$ cat src/rtl/apb_slave_regfile.sv
// rtl/apb_slave_regfile.sv - APB slave register file with programmable wait states and error response
module apb_slave_regfile #(
  parameter int APB_ADDR_WIDTH = 32,
  parameter int APB_DATA_WIDTH = 32,
  parameter int NUM_REGS       = 16,
  parameter int WAIT_STATES    = 0
) (
  input  logic                      apbClk,
  input  logic                      rst,
  input  logic                      PSEL,
  input  logic                      PENABLE,
  input  logic                      PWRITE,
  input  logic [APB_ADDR_WIDTH-1:0] PADDR,
  input  logic [APB_DATA_WIDTH-1:0] PWDATA,
  output logic                      PREADY,
  output logic [APB_DATA_WIDTH-1:0] PRDATA,
  output logic                      PSLVERR
);

  localparam int         IDX_W = $clog2(NUM_REGS);
  localparam logic [3:0] WS    = 4'(WAIT_STATES);

  typedef enum logic [1:0] {
    S_IDLE,
    S_WAIT,
    S_READY
  } state_t;

  state_t                    r_state;
  state_t                    w_state_nxt;
  logic [3:0]                r_cnt;
  logic [3:0]                w_cnt_nxt;
  logic [IDX_W-1:0]          r_idx;
  logic                      r_write;
  logic                      r_err;
  logic [APB_DATA_WIDTH-1:0] r_wdata;
  logic [APB_DATA_WIDTH-1:0] r_regs [NUM_REGS];

  logic                      r_pready;
  logic [APB_DATA_WIDTH-1:0] r_prdata;
  logic                      r_pslverr;
  logic                      w_pready_nxt;
  logic [APB_DATA_WIDTH-1:0] w_prdata_nxt;
  logic                      w_pslverr_nxt;

  logic                      w_setup;
  logic                      w_latch;
  logic                      w_commit;
  logic [IDX_W-1:0]          w_in_idx;
  logic                      w_in_range;
  logic [IDX_W-1:0]          w_rd_idx;
  logic                      w_rd_write;
  logic                      w_rd_err;
  logic [APB_DATA_WIDTH-1:0] w_rd_data;

  assign w_setup    = PSEL & ~PENABLE;
  assign w_in_idx   = PADDR[2 +: IDX_W];
  assign w_in_range = (PADDR[1:0] == 2'b00) &&
                      (PADDR[APB_ADDR_WIDTH-1:IDX_W+2] == '0);

  // With zero wait states READY is entered on the setup edge itself, so the
  // read data must come from the live bus rather than the latched copy.
  always_comb begin
    if (r_state == S_IDLE) begin
      w_rd_idx   = w_in_idx;
      w_rd_write = PWRITE;
      w_rd_err   = ~w_in_range;
    end else begin
      w_rd_idx   = r_idx;
      w_rd_write = r_write;
      w_rd_err   = r_err;
    end
    w_rd_data = (!w_rd_write && !w_rd_err) ? r_regs[w_rd_idx] : '0;
  end

  always_comb begin
    w_state_nxt   = r_state;
    w_cnt_nxt     = r_cnt;
    w_pready_nxt  = r_pready;
    w_prdata_nxt  = r_prdata;
    w_pslverr_nxt = r_pslverr;
    w_latch       = 1'b0;
    w_commit      = 1'b0;
    case (r_state)
      S_IDLE: begin
        if (w_setup) begin
          w_latch   = 1'b1;
          w_cnt_nxt = WS;
          if (WS == 4'd0) begin
            w_state_nxt   = S_READY;
            w_pready_nxt  = 1'b1;
            w_pslverr_nxt = w_rd_err;
            w_prdata_nxt  = w_rd_data;
          end else begin
            w_state_nxt = S_WAIT;
          end
        end
      end
      S_WAIT: begin
        if (!PSEL) begin
          w_state_nxt   = S_IDLE;
          w_cnt_nxt     = 4'd0;
          w_pready_nxt  = 1'b0;
          w_pslverr_nxt = 1'b0;
          w_prdata_nxt  = '0;
        end else begin
          w_cnt_nxt = r_cnt - 4'd1;
          if (r_cnt == 4'd1) begin
            w_state_nxt   = S_READY;
            w_pready_nxt  = 1'b1;
            w_pslverr_nxt = w_rd_err;
            w_prdata_nxt  = w_rd_data;
          end
        end
      end
      S_READY: begin
        if (!PSEL || PENABLE) begin
          // Deselect aborts without a commit; completion commits good writes.
          w_commit      = PSEL & r_write & ~r_err;
          w_state_nxt   = S_IDLE;
          w_cnt_nxt     = 4'd0;
          w_pready_nxt  = 1'b0;
          w_pslverr_nxt = 1'b0;
          w_prdata_nxt  = '0;
        end
      end
      default: begin
        w_state_nxt   = S_IDLE;
        w_cnt_nxt     = 4'd0;
        w_pready_nxt  = 1'b0;
        w_pslverr_nxt = 1'b0;
        w_prdata_nxt  = '0;
      end
    endcase
  end

  always_ff @(posedge apbClk or posedge rst) begin
    if (rst) begin
      r_state   <= S_IDLE;
      r_cnt     <= 4'd0;
      r_pready  <= 1'b0;
      r_prdata  <= '0;
      r_pslverr <= 1'b0;
    end else begin
      r_state   <= w_state_nxt;
      r_cnt     <= w_cnt_nxt;
      r_pready  <= w_pready_nxt;
      r_prdata  <= w_prdata_nxt;
      r_pslverr <= w_pslverr_nxt;
    end
  end

  always_ff @(posedge apbClk or posedge rst) begin
    if (rst) begin
      r_idx   <= '0;
      r_write <= 1'b0;
      r_err   <= 1'b0;
      r_wdata <= '0;
    end else if (w_latch) begin
      r_idx   <= w_in_idx;
      r_write <= PWRITE;
      r_err   <= ~w_in_range;
      r_wdata <= PWDATA;
    end
  end

  always_ff @(posedge apbClk or posedge rst) begin
    if (rst) begin
      for (int i = 0; i < NUM_REGS; i++) begin
        r_regs[i] <= '0;
      end
    end else if (w_commit) begin
      r_regs[r_idx] <= r_wdata;
    end
  end

  assign PREADY  = r_pready;
  assign PRDATA  = r_prdata;
  assign PSLVERR = r_pslverr;

endmodule

$ cat config.mk
export PLATFORM = sky130hd
export DESIGN_NAME = apb_slave_regfile
export DESIGN_NICKNAME = d
export VERILOG_FILES = /design/src/rtl/apb_slave_regfile.sv
export SDC_FILE = /design/constraint.sdc
export NUM_CORES = 1
export LEC_CHECK = 0
export ABC_CLOCK_PERIOD_IN_PS = 28200
export CAP_MARGIN = 10
export CORE_UTILIZATION = 60
export CTS_CLUSTER_DIAMETER = 40
export DETAILED_ROUTE_END_ITERATION = 7
export PLACE_DENSITY = 0.78
export SYNTH_ARGS = -nofsm -noshare
export SYNTH_HDL_FRONTEND = slang
export SYNTH_SLANG_ARGS = --single-unit
$ cat constraint.sdc
create_clock -name apbClk -period 28.2 [get_ports apbClk]
set_input_delay 4.23 -clock apbClk [delete_from_list [all_inputs] [get_ports apbClk]]
set_output_delay 4.23 -clock apbClk [all_outputs]
set_load 0.005 [all_outputs]
* Yosys cells after proc, flatten, opt, wreduce, memory -nomap -nowiden
Cells that the tools add are included.
Cells by class: bitwise logic cells 8, eq/ne operators 6, add/subtract/negate cells 1, reduce and logical (&&, ||, !) cells 12, $lt $le $gt $ge 3, muxes and demuxes 37
Operator list (count):
- $bwmux W512 | 1
- $mux W32 | 8
- $bmux W32 S4 | 1
- $demux W32 S4 | 1
- $pmux W32 S3 | 1
- $logic_not A26 Y1 | 1
- $mux W4 | 4
- $mux W1 | 13
- $pmux W4 S3 | 1
- $ge A5 B5 Y1 const B | 2
- $not A4 Y5 | 2
- $mux W2 | 4
- $pmux W1 S3 | 2
- $pmux W2 S3 | 1
- $lt A5 B1 Y1 const B | 1
- $eq A4 B1 Y1 const B | 1
- $logic_not A2 Y1 | 2
- $ne A2 B2 Y1 const B | 2
- $sub A4 B1 Y4 const B | 1
- $and A1 B1 Y1 | 3
- $logic_and A1 B1 Y1 | 3
- $logic_not A1 Y1 | 3
- $ne A3 B3 Y1 const B | 1
- $not A1 Y1 | 3
- 5 further kinds | 5
Storage, ports and cells: input bits 69, bits in registers 590, output and inout port bits 34, word-level logic and storage cells 92

* Depth between registers and ports, before layout
depth in word-level cells 10, depth in mapped cells 9

* Worst setup path after synthesis
OpenSTA, ideal clock, no wires.
path type input to register, start point in PENABLE, end point reg r_regs[352] (netlist bit), path buffers 2, data arrival time 5.773 ns, slack 22.299 ns, stages 7, data required time 28.073 ns, cell sequence nand4_1 -> or2_1 -> or3_1 -> or3_1 -> buf_2 -> buf_6 -> mux2_1
On the way: longest elaborated chain between the ends 3
Ends and longest elaborated chain:
- from (decl) | RTL line 11 | input logic PENABLE,
- $logic_or A1 B1 Y1 | RTL line 117 | if (!PSEL || PENABLE) begin
- $mux W1 | RTL line 117
- $mux W1 | RTL line 84 | case (r_state)
- to (signal, indexed assignment) | RTL line 173 | r_regs[r_idx] <= r_wdata;
- to (decl) | RTL line 37 | logic [APB_DATA_WIDTH-1:0] r_regs [NUM_REGS];
No other way between the ends. A chain may end at the register's enable or synchronous reset.

* Final worst setup path
start point in PENABLE, end point reg r_regs[225] (netlist bit)
The elaborated chain is that of the path after synthesis.

==> impl_metrics.tcl <==
set metrics [dict create \
    fp.dieH_um 210.0 \
    cts-root-buf "clkbuf_16" \
    worstSetupPathType "input pin to flip-flop" \
    antenna_found_initial 0 \
    yosysTopAreaCellShare_pct 56.28 \
    utilization_pct 70.66 \
    clk_pin_slew_ns 0.06 \
    r2r_slack_ns 24.24 \
    power_mw 2.457 \
    setup_viol 0 \
    synth_seq_cells 584 \
    irDropWorstVdd_uv 70.76 \
    cp_max_fo 17 \
    clk_latency_ns 0.60 \
    diodes 0 \
    syn_area_per_cell_um2 12.15 \
    cts_tree "yes" \
    worstSetupStartpointType "input pin" \
    grt.total_usage_pct 32.06 \
    cts_resized 0 \
    fin_tns_setup_ns 0 \
    die_area_um2 44110 \
    period_minus_slack_ns 6.932 \
    asyncSetResetFlopFracSynth_pct 100.0 \
    synth_common_cells "584 x dfrtp_1, 505 x mux2_2, 360 x nand2_1" \
    finalCritPeriodShare_pct 24.58 \
    worstPathArrival_ns 7.40 \
    leakagePower_nw 13.90 \
    grt_start_max_net_pins 173 \
    initial_core_util_pct 61.35 \
    r2r_start "PREADY" \
    cts.sinks 584 \
    synth_most_common_cell "dfrtp_1" \
    portBuffers 102 \
    grt_first_pass_wirelength_mm 106.9 \
    clk_path_buf_depth 3 \
    overflow 0 \
    hpwlAfterDp_mm 37.07 \
    finalMaxSlewViolations 0 \
    synth_area_leaders "dfrtp_1 56%, mux2_2 22%, nand2_1 5.2%, mux2i_1 3.8%, a21oi_1 3.1%" \
    finClkSkew_ns 0.02189 \
    die_x_um 210.0 \
    grt_pass1_vias 18290 \
    synthesis.area_um2 25960 \
    cpPeakStageDelay_ns 0.88 \
    via_per_inst 6.336 \
    synth_largest_area_cell "dfrtp_1" \
    drv_cap 0 \
    num_vias 17750 \
    yosys_warnings 0 \
    hp-class "flip-flop to flip-flop" \
    drtIter0Drc 1778 \
    cp_cell_sequence "clkdlybuf4s50_1 -> nand4_1 -> or2_1 -> or3_1 -> nor3_4 -> buf_4 -> mux2_2" \
    core_um2 42320 \
    wire_per_inst_um 24.67 \
    drtAntennaViolNets 0 \
    ys_seq_area_share_pct 56.28 \
    dp.cells 2678 \
    wl_mm 69.11 \
    synth-edff-count 0 \
    crit_path_top_delay_cell "nor3_4" \
    clock.fmax_mhz 144.3 \
    worstHoldStart "r_regs[354]" \
    nets 2244 \
    synthCells 2137 \
    finalHoldViolations 0 \
    startpoint "PENABLE" \
    first_pass_iters 8 \
    finalNonFillerCells 2801 \
    holdWs_ns 0.4885 \
    htree_levels 3 \
    relSlewSlack_pct 16.57 \
    numCtsBuffers 71 \
    placementRows 75 \
    syn2layout_area_growth_pct 15.18 \
    synth_top_flop_cell "dfrtp_1" \
    drive_above_1_share_pct 30.53 \
    drc 0 \
    fill_cells 2816 \
    post_cts_buffers 0 \
    synth_nets 2207 \
    ios 103 \
    cp-end-kind "flip-flop" \
    synth_cell_types 28 \
    place.gp.congestion 0.8039 \
    status "finished, final reports clean" \
    power_density_nw_per_um2 82.16 \
    grt_setup_unrepaired "no" \
    worst_pin_slew_ns 1.251 \
    cp.required_ns 28.67 \
    hold_buffers 0 \
]
## per-layer routing
metal  track usage, %  vias up  wire [um]  part of all wire [%]
met1            45.26     9261      29180                    42
met4            10.62        0       1708                   2.5
met2            49.65      750      32430                    47
met5                0        -          0                     0
li1                 -     7605          -                     -
met3            7.092      132       5782                   8.4
## worst paths after layout
kind                                     to  cells past startpoint
worst max-delay path            r_regs[225]                      7
worst min-delay path            r_regs[354]                      1
worst max register to register  r_regs[225]                      6
worst min register to register  r_regs[354]                      1
max in group asynchronous       r_regs[132]                      4
min in group asynchronous       r_regs[502]                      2
## area by class of cell
| cell class | count | area [um2] | area share, % |
|---|---|---|---|
| inverters | 6 | 30.03 | 0.1004 |
| well taps | 577 | 721.9 | 2.414 |
| flip-flops and latches | 584 | 14610 | 48.87 |
| clock buffers | 92 | 2031 | 6.790 |
| repair buffers | 137 | 1309 | 4.376 |
| clock inverters | 31 | 402.9 | 1.347 |
| multi-input cells | 1374 | 10800 | 36.11 |
## critical path, delay by kind of cell
family	cells	cell delay, ns
buffers and inverters	2	0.94
multiplexers	1	0.39
AND/OR/NAND/NOR	4	1.82
## per-stage QoR
stage / cell area, um2 / worst slack, ns
after floorplan: 25960 / 7.629
after global placement: 27470 / 20.78
after detailed placement: 27470 / 20.72
after CTS: 29910 / 21.31
after global routing: 29910 / 21.08
final: 29910 / 21.27
## flip-flops by register name, indices dropped and copies added, names as in the netlist
register	cells
r_regs	512
PRDATA	32
r_wdata	32
r_idx	4
PREADY	1
PSLVERR	1
r_err	1
r_write	1
## power by group
part | switching [mW] | internal [mW]
Combinational | 0.328 | 0.148
Clock | 0.354 | 0.583
Sequential | 0.150 | 0.894
Total | 0.832 | 1.62
## cells in the final DEF (no fill, tap or decap), types with 33 or more instances in the layout
master and count:
a21oi_1 161, o31ai_1 33, mux2_1 42, nand2_1 359, buf_4 33, clkdlybuf4s50_1 102
dfrtp_1 584, nor4_1 71, clkbuf_16 75, mux2i_1 96, o21ai_0 35, mux2_2 504
## kinds of logic after synthesis
family,Yosys count,share of synthesized area (%)
DFF,584,56.28
AOI/OAI and AO/OA,265,5.667
muxes,645,27.50
and+or+nand+nor,462,7.541
xor gates and xnor gates,1,0.03374
buffers and inverters,179,2.925
adders and majority gates,1,0.04818
No activity file was read; power rests on OpenSTA's default activity.
